**config.mk**
```make
export PLATFORM = sky130hd
export DESIGN_NAME = wgt_recirc_rf_array_flat
export DESIGN_NICKNAME = d
export VERILOG_FILES = /design/src/rtl/wgt_recirc_rf_array_if.sv /design/src/rtl/wgt_recirc_rf_array.sv /design/src/flat_wrapper.sv
export SDC_FILE = /design/constraint.sdc
export NUM_CORES = 2
export LEC_CHECK = 0
export ABC_AREA = 1
export CAP_MARGIN = 20
export CORE_MARGIN = 5
export CORE_UTILIZATION = 60
export CTS_BUF_LIST = sky130_fd_sc_hd__clkbuf_8
export DETAILED_ROUTE_END_ITERATION = 8
export PLACE_DENSITY_LB_ADDON = 0.08
export RECOVER_POWER = 50
export SETUP_SLACK_MARGIN = 0.4
export SLEW_MARGIN = 10
export SYNTH_ARGS = -nofsm -noshare
export SYNTH_HDL_FRONTEND = slang
export SYNTH_SLANG_ARGS = --single-unit
```
**constraint.sdc**
```tcl
create_clock -name clk -period 75.5 [get_ports clk]
set_clock_uncertainty 0.1 [all_clocks]
set_input_delay 7.55 -clock clk [delete_from_list [all_inputs] [get_ports clk]]
set_output_delay 7.55 -clock clk [all_outputs]
set_load 0.01 [all_outputs]
```
**src/rtl/wgt_recirc_rf_array_if.sv**
```systemverilog
// -----------------------------------------------------------------------------
// wgt_recirc_rf_array_if
// Bundles the load/replay/control signals of the weight recirculation register
// file. The master side (weight buffer / sequencer) drives configuration, load
// beats and replay enable. The slave side (the register file) returns
// load_ready, the replay data and status flags.
//   cfg_len    : active chain length, sampled on accepted load_start
//   load_start : begin a (re)load of all channels
//   load_valid : data_in carries one word per channel
//   load_ready : load beats are accepted
//   data_in    : channel c at [c*DATA_WIDTH +: DATA_WIDTH]
//   run_en     : replay enable
//   clear      : synchronous flush to empty
//   data_out   : registered replay word per channel, same packing as data_in
//   out_valid  : one pulse per replayed word
//   pass_done  : pulse accompanying the last word of each pass
//   loaded     : chain contents valid for replay
// -----------------------------------------------------------------------------
interface wgt_recirc_rf_array_if #(
   parameter int DATA_WIDTH = 8,
   parameter int NUM_CH     = 4,
   parameter int MAX_DEPTH  = 32,
   parameter int LEN_W      = $clog2(MAX_DEPTH + 1)
);
   logic [LEN_W-1:0]             cfg_len;
   logic                         load_start;
   logic                         load_valid;
   logic                         load_ready;
   logic [NUM_CH*DATA_WIDTH-1:0] data_in;
   logic                         run_en;
   logic                         clear;
   logic [NUM_CH*DATA_WIDTH-1:0] data_out;
   logic                         out_valid;
   logic                         pass_done;
   logic                         loaded;

   modport master (
      output cfg_len, load_start, load_valid, data_in, run_en, clear,
      input  load_ready, data_out, out_valid, pass_done, loaded
   );

   modport slave (
      input  cfg_len, load_start, load_valid, data_in, run_en, clear,
      output load_ready, data_out, out_valid, pass_done, loaded
   );
endinterface

```
**src/rtl/wgt_recirc_rf_array.sv**
```systemverilog
// -----------------------------------------------------------------------------
// wgt_recirc_rf_array
// Multi-channel recirculating weight register file. Each channel is a shift
// chain of MAX_DEPTH words. It is loaded once with len_q words and then
// replayed indefinitely by feeding the tap (entry len_q-1) back into entry 0.
// All channels share one controller.
// Ports:
//   clk : rising-edge clock
//   rst : synchronous active-high reset
//   wif : slave side of wgt_recirc_rf_array_if (config, load beats, replay)
// -----------------------------------------------------------------------------
module wgt_recirc_rf_array #(
   parameter int DATA_WIDTH = 8,
   parameter int NUM_CH     = 4,
   parameter int MAX_DEPTH  = 32,
   parameter int LEN_W      = $clog2(MAX_DEPTH + 1)
) (
   input  logic                 clk,
   input  logic                 rst,
   wgt_recirc_rf_array_if.slave wif
);
   localparam int               IDX_W   = (MAX_DEPTH > 1) ? $clog2(MAX_DEPTH) : 1;
   localparam logic [LEN_W-1:0] MAX_LEN = LEN_W'(MAX_DEPTH);

   typedef enum logic [1:0] {IDLE, LOAD, READY} state_t;

   state_t                       state_q, state_d;
   logic [LEN_W-1:0]             len_q, len_d;
   logic [LEN_W-1:0]             beat_q, beat_d;
   logic [LEN_W-1:0]             pos_q, pos_d;
   logic                         loaded_q, loaded_d;
   logic                         load_ready_q, load_ready_d;
   logic                         out_valid_q, out_valid_d;
   logic                         pass_done_q, pass_done_d;
   logic [NUM_CH*DATA_WIDTH-1:0] data_out_q, data_out_d;
   logic [NUM_CH*DATA_WIDTH-1:0] tap_w;
   logic                         shift_load, shift_run;
   logic                         flush;
   logic [LEN_W-1:0]             last_w;
   logic [LEN_W-1:0]             beat_inc;
   logic [IDX_W-1:0]             tap_idx;

   assign flush    = rst | wif.clear;
   assign last_w   = len_q - LEN_W'(1);
   assign beat_inc = beat_q + LEN_W'(1);
   // len_q is >= 1 whenever the tap is used, so the truncated index is in range.
   assign tap_idx  = last_w[IDX_W-1:0];

   // Next-state and output logic.
   always_comb begin
      state_d      = state_q;
      len_d        = len_q;
      beat_d       = beat_q;
      pos_d        = pos_q;
      loaded_d     = loaded_q;
      load_ready_d = load_ready_q;
      out_valid_d  = 1'b0;
      pass_done_d  = 1'b0;
      data_out_d   = data_out_q;
      shift_load   = 1'b0;
      shift_run    = 1'b0;

      if (wif.clear) begin
         // Register clearing happens in the flush branch of the state register.
         state_d = IDLE;
      end else if (wif.load_start && (wif.cfg_len != '0)) begin
         len_d        = (wif.cfg_len > MAX_LEN) ? MAX_LEN : wif.cfg_len;
         beat_d       = '0;
         pos_d        = '0;
         loaded_d     = 1'b0;
         load_ready_d = 1'b1;
         data_out_d   = '0;   // output reads 0 while a load is in progress
         state_d      = LOAD;
      end else begin
         unique case (state_q)
            IDLE: ;
            LOAD: begin
               if (wif.load_valid && load_ready_q) begin
                  shift_load = 1'b1;
                  beat_d     = beat_inc;
                  if (beat_inc == len_q) begin
                     state_d      = READY;
                     loaded_d     = 1'b1;
                     load_ready_d = 1'b0;
                  end
               end
            end
            READY: begin
               if (wif.run_en) begin
                  shift_run   = 1'b1;
                  data_out_d  = tap_w;
                  out_valid_d = 1'b1;
                  if (pos_q == last_w) begin
                     pass_done_d = 1'b1;
                     pos_d       = '0;
                  end else begin
                     pos_d = pos_q + LEN_W'(1);
                  end
               end
            end
            default: state_d = IDLE;
         endcase
      end
   end

   // State and control registers.
   always_ff @(posedge clk) begin
      if (flush) begin
         state_q      <= IDLE;
         len_q        <= '0;
         beat_q       <= '0;
         pos_q        <= '0;
         loaded_q     <= 1'b0;
         load_ready_q <= 1'b0;
         out_valid_q  <= 1'b0;
         pass_done_q  <= 1'b0;
         data_out_q   <= '0;
      end else begin
         state_q      <= state_d;
         len_q        <= len_d;
         beat_q       <= beat_d;
         pos_q        <= pos_d;
         loaded_q     <= loaded_d;
         load_ready_q <= load_ready_d;
         out_valid_q  <= out_valid_d;
         pass_done_q  <= pass_done_d;
         data_out_q   <= data_out_d;
      end
   end

   // Per-channel shift chains. Load beats enter at entry 0. During replay the
   // tap wraps around into entry 0, so the chain keeps its contents forever.
   // Entries beyond len_q-1 shift along but are never observed.
   genvar gi;
   generate
      for (gi = 0; gi < NUM_CH; gi++) begin : g_ch
         logic [DATA_WIDTH-1:0] chain_q [MAX_DEPTH];

         assign tap_w[gi*DATA_WIDTH +: DATA_WIDTH] = chain_q[tap_idx];

         always_ff @(posedge clk) begin
            if (flush) begin
               for (int i = 0; i < MAX_DEPTH; i++) begin
                  chain_q[i] <= '0;
               end
            end else if (shift_load || shift_run) begin
               chain_q[0] <= shift_load ? wif.data_in[gi*DATA_WIDTH +: DATA_WIDTH]
                                        : chain_q[tap_idx];
               for (int i = 1; i < MAX_DEPTH; i++) begin
                  chain_q[i] <= chain_q[i-1];
               end
            end
         end
      end
   endgenerate

   assign wif.data_out   = data_out_q;
   assign wif.out_valid  = out_valid_q;
   assign wif.pass_done  = pass_done_q;
   assign wif.loaded     = loaded_q;
   assign wif.load_ready = load_ready_q;
endmodule

```
**src/flat_wrapper.sv**
```systemverilog
// flat-port wrapper written by rule: the top's interface ports become plain ports
module wgt_recirc_rf_array_flat 
#(
   parameter int DATA_WIDTH = 8,
   parameter int NUM_CH     = 4,
   parameter int MAX_DEPTH  = 32,
   parameter int LEN_W      = $clog2(MAX_DEPTH + 1)
)
  (clk, rst, wif_cfg_len, wif_load_start, wif_load_valid, wif_data_in, wif_run_en, wif_clear, wif_load_ready, wif_data_out, wif_out_valid, wif_pass_done, wif_loaded);
  wgt_recirc_rf_array_if #(.DATA_WIDTH(DATA_WIDTH), .NUM_CH(NUM_CH), .MAX_DEPTH(MAX_DEPTH), .LEN_W(LEN_W)) wif_i ();
  input  logic clk;
  input  logic rst;
  input wire logic [$bits(wif_i.cfg_len)-1:0] wif_cfg_len;
  input wire logic [$bits(wif_i.load_start)-1:0] wif_load_start;
  input wire logic [$bits(wif_i.load_valid)-1:0] wif_load_valid;
  input wire logic [$bits(wif_i.data_in)-1:0] wif_data_in;
  input wire logic [$bits(wif_i.run_en)-1:0] wif_run_en;
  input wire logic [$bits(wif_i.clear)-1:0] wif_clear;
  output wire logic [$bits(wif_i.load_ready)-1:0] wif_load_ready;
  output wire logic [$bits(wif_i.data_out)-1:0] wif_data_out;
  output wire logic [$bits(wif_i.out_valid)-1:0] wif_out_valid;
  output wire logic [$bits(wif_i.pass_done)-1:0] wif_pass_done;
  output wire logic [$bits(wif_i.loaded)-1:0] wif_loaded;
  assign wif_i.cfg_len = wif_cfg_len;
  assign wif_i.load_start = wif_load_start;
  assign wif_i.load_valid = wif_load_valid;
  assign wif_i.data_in = wif_data_in;
  assign wif_i.run_en = wif_run_en;
  assign wif_i.clear = wif_clear;
  assign wif_load_ready = wif_i.load_ready;
  assign wif_data_out = wif_i.data_out;
  assign wif_out_valid = wif_i.out_valid;
  assign wif_pass_done = wif_i.pass_done;
  assign wif_loaded = wif_i.loaded;
  wgt_recirc_rf_array #(.DATA_WIDTH(DATA_WIDTH), .NUM_CH(NUM_CH), .MAX_DEPTH(MAX_DEPTH), .LEN_W(LEN_W)) u_core (.clk(clk), .rst(rst), .wif(wif_i));
endmodule
```
==> impl_metrics.env <==
export IMPL_status="finished, violations left"
export IMPL_violations="capacitance limit, slew limit"
export IMPL_p_sw_share_pct=25.11
export IMPL_first_pass_iters=5
export IMPL_ys_seq_area_share_pct=62.42
export IMPL_rows=107
export IMPL_drt_initial_drc_count=3520
export IMPL_p_int_mw=0.9382
export IMPL_netlist_area_um2=51060
export IMPL_synthesis_nets=5429
export IMPL_post_synth_main_area_contributors="edfxtp_1 (60%), inv_1 (7.5%), nor2_1 (6.0%), a21oi_1 (5.1%), o21ai_0 (4.7%)"
export IMPL_cts_buffers=175
export IMPL_grt_ovfl_total=0
export IMPL_hold_slack_ps=354.7
export IMPL_setup_viol=0
export IMPL_finalHoldViolCount=0
export IMPL_synth_cell_type_count=30
export IMPL_relSlewSlack_pct=-508.3
export IMPL_path_delay_family="simple AND/OR/NAND/NOR gates"
export IMPL_dp_hpwl_mm=58.06
export IMPL_synth_cells=5382
export IMPL_post_synth_top_count_cell="inv_1"
export IMPL_synth_compound_area_share_pct=11.20
export IMPL_drv_slew=1250
export IMPL_cts_max_level=4
export IMPL_ys_top_cells_by_count="inv_1 (1,025), edfxtp_1 (1,024), nor2_1 (819)"
export IMPL_drt_total_wl_mm=109.5
export IMPL_r2r_slack_ps=63920
export IMPL_dpl_cell_area_um2=52040
export IMPL_io_pins=80
export IMPL_cp_start_kind="input port"
export IMPL_pre_cts_slack_ps=61850
export IMPL_power_switching_mw=0.3146
export IMPL_required_ps=75970
export IMPL_yosysTopAreaCell="edfxtp_1"
export IMPL_worst_setup_path_type="input port to flip-flop"
export IMPL_ff2ff_path_depth=13
export IMPL_path_buf_inv=8
export IMPL_drive_above_1_share_pct=8.242
export IMPL_grt_max_degree=248
export IMPL_hp_class="flip-flop to flip-flop"
export IMPL_synth_mux_area_share_pct=0
export IMPL_yosys_most_used_dff="edfxtp_1"
export IMPL_synth_edf_count=1024
export IMPL_hp_start="u_core.wif.data_out[18]$_SDFFE_PP0P_"
export IMPL_critical_path_endpoint="u_core.g_ch[3].chain_q[6][2]$_SDFFCE_PN0P_"
export IMPL_crit_fanout=151
export IMPL_ir_drop_mv=0.01643
export IMPL_crit_chain="dlygate4sd3_1 > inv_1 > nand2_1 > inv_1 > nand2_2 > clkbuf_1 > nand2_1 > nand2_1 > buf_12 > buf_4 > buf_4 > buf_12 > nor2_1"
export IMPL_cts_sinks=1080
export IMPL_clockBufferDepth=3
export IMPL_max_freq_mhz=54.17
export IMPL_place_port_buffers=79
export IMPL_cellPowerDensity_nw_per_um2=22.72
export IMPL_yosys_area_share_simple_pct=15.08
export IMPL_coreArea_um2=84880
export IMPL_wl_per_cell_um=16.55
export IMPL_insertion_delay_ps=860
export IMPL_nets=5382
export IMPL_rr_endpoint="u_core.g_ch[3].chain_q[6][2]$_SDFFCE_PN0P_"
export IMPL_antenna_found_initial=1
export IMPL_grt_pass1_vias=33353
export IMPL_drc=0
export IMPL_cts_root_buf="clkbuf_8"
export IMPL_synth_top_family_by_area="simple AND/OR/NAND/NOR gates"
export IMPL_clk_pin_slew_ps=60
export IMPL_path_depth=13
export IMPL_start_util_pct=60.15
export IMPL_fillers=7103
export IMPL_maxCapViolCount=15
export IMPL_worst_pin_slew_ps=9124
export IMPL_grt_pass1_wl_mm=176.1
export IMPL_cts_resized=0
export IMPL_setup_ws_ps=57040
export IMPL_gp_congestion=0.8006
export IMPL_slowest_stage="nand2_1"
export IMPL_rsz0062_at_grt="false"
export IMPL_die_w_um=301.7
export IMPL_synth_top_cell_area_share_pct=60.23
export IMPL_dieArea_um2=91030
export IMPL_p_leak_nw=21.41
export IMPL_pwr_share_seq_pct=55.6
export IMPL_die_y_um=301.7
export IMPL_holdBufCountCts=0
export IMPL_areaGrowthSynthToFinish_pct=7.989
export IMPL_cts_tree="yes"
export IMPL_crit_start="wif_clear"
export IMPL_setup_tns_final_ps=0
export IMPL_power_frac_clock_pct=37.0
export IMPL_r2r_start="u_core.state_q[0]$_SDFFE_PP0P_"
export IMPL_fin_area_um2=55140
export IMPL_fin_crit_sh_pct=24.45
export IMPL_total_power_mw=1.253
export IMPL_via_count=35334
export IMPL_crit_path_frequent_cell="nand2_1"
export IMPL_synth_xor_area_share_pct=0.1862
export IMPL_synth_seq_cells=1080
export IMPL_end_kind="flip-flop"
export IMPL_track_usage_pct=23.89
export IMPL_cts_setup_buffers=0
export IMPL_period_needed_ps=18460
export IMPL_synth_area_per_cell_um2=9.487
export IMPL_p_comb_share_pct=7.4
export IMPL_cp_slowest_stage_delay_ps=4080
export IMPL_ys_warn_count=0
export IMPL_vias_per_cell=5.340
export IMPL_cp_arrival_ps=18930
export IMPL_async_flop_share_pct=0
export IMPL_antenna_left=0
export IMPL_synth_fa_ha_area_share_pct=0.07352
layout make-up:
type	count	area, um2	area share (%)
inverter	1035	3899	7.071
sequential	1080	31870	57.81
timing repair buffer	124	1184	2.147
clock inverter	131	621.8	1.128
clock buffer	183	2519	4.568
antenna	1	2.502	0.004539
multi-input combinational	2919	13600	24.67
tap	1144	1431	2.596
power groups by stage:
stage | Sequential, mW | Clock [mW] | Combinational, mW
2_1_floorplan | 0.741 | 0 | 0.0603
3_3_place_gp | 0.706 | 0 | 0.0913
3_5_place_dp | 0.707 | 0 | 0.0920
4_1_cts | 0.695 | 0.474 | 0.0925
5_1_grt | 0.699 | 0.503 | 0.104
6_report | 0.696 | 0.464 | 0.0928
worst register-to-register path: stages (launching register included):
cell	delay, ps
dfxtp_1	300
inv_1	110
nor3_2	70
nand2_1	90
inv_1	70
nand2_2	60
clkbuf_1	2090
nand2_1	1650
nand2_1	4090
buf_12	590
buf_4	980
buf_4	690
buf_12	330
nor2_1	100
layer usage:
layer	up-vias	part of all wire, %	global-route usage [%]	wire length (um)
li1	17450	-	-	-
met1	16810	46	35.13	50550
met2	936	46	37.53	50830
met3	138	6.0	4.334	6539
met4	0	1.5	5.857	1618
met5	-	0	0	0
layout by cell type (no fill, tap or decap), types with 3 or more instances in the layout:
| master | n |
|---|---|
| nand4_1 | 3 |
| clkinv_1 | 36 |
| o22ai_1 | 3 |
| clkinv_2 | 12 |
| o211ai_1 | 63 |
| clkdlybuf4s50_1 | 42 |
| inv_1 | 1093 |
| a21oi_1 | 525 |
| o21ai_0 | 517 |
| xnor2_1 | 3 |
| xor2_4 | 3 |
| xor2_1 | 4 |
| dfxtp_1 | 55 |
| nor2_1 | 822 |
| nor2_2 | 189 |
| clkbuf_1 | 14 |
| buf_12 | 7 |
| inv_8 | 3 |
| nand3_1 | 351 |
| buf_4 | 23 |
| nand2_1 | 424 |
| inv_2 | 6 |
| clkbuf_8 | 183 |
| edfxtp_1 | 1024 |
| inv_6 | 9 |
| dlygate4sd3_1 | 37 |
worst min-delay path by stage:
stage | endpoint | slack, ps | depth (start not counted)
after floorplan | u_core.pos_q[3]$_SDFFE_PP0P_ | 340 | 2
after global placement | u_core.wif.data_out[20]$_SDFFE_PP0P_ | 350 | 2
after detailed placement | u_core.wif.data_out[18]$_SDFFE_PP0P_ | 350 | 2
after CTS | u_core.wif.data_out[18]$_SDFFE_PP0P_ | 360 | 2
after global routing | u_core.wif.data_out[18]$_SDFFE_PP0P_ | 380 | 2
final | u_core.wif.data_out[18]$_SDFFE_PP0P_ | 350 | 2
kinds of logic (layout without fill, tap and decap cells):
logic type / Yosys count / in the layout
compound gates: 1110 / 1110
fa+ha+maj: 3 / 3
flops: 1080 / 1080
other cells: 0 / 1
buf+inv: 1383 / 1473
xor+xnor: 10 / 10
simple gates: 1796 / 1796
state kept, by name, summed over array words and instances, names as in the netlist:
name / count
u_core.beat_q: 6
u_core.g_ch.chain_q: 1024
u_core.len_q: 6
u_core.pos_q: 6
u_core.state_q: 2
u_core.wif.data_out: 32
u_core.wif.load_ready: 1
u_core.wif.loaded: 1
u_core.wif.out_valid: 1
u_core.wif.pass_done: 1
per-stage QoR:
step	util [%]	std cells
floorplan	-	5382
CTS	65.02	6611
detailed placement	61.32	6297
global placement	61.32	6297
finish	64.96	6617
global route	64.96	6617
Power figures use the tool's default switching activity.
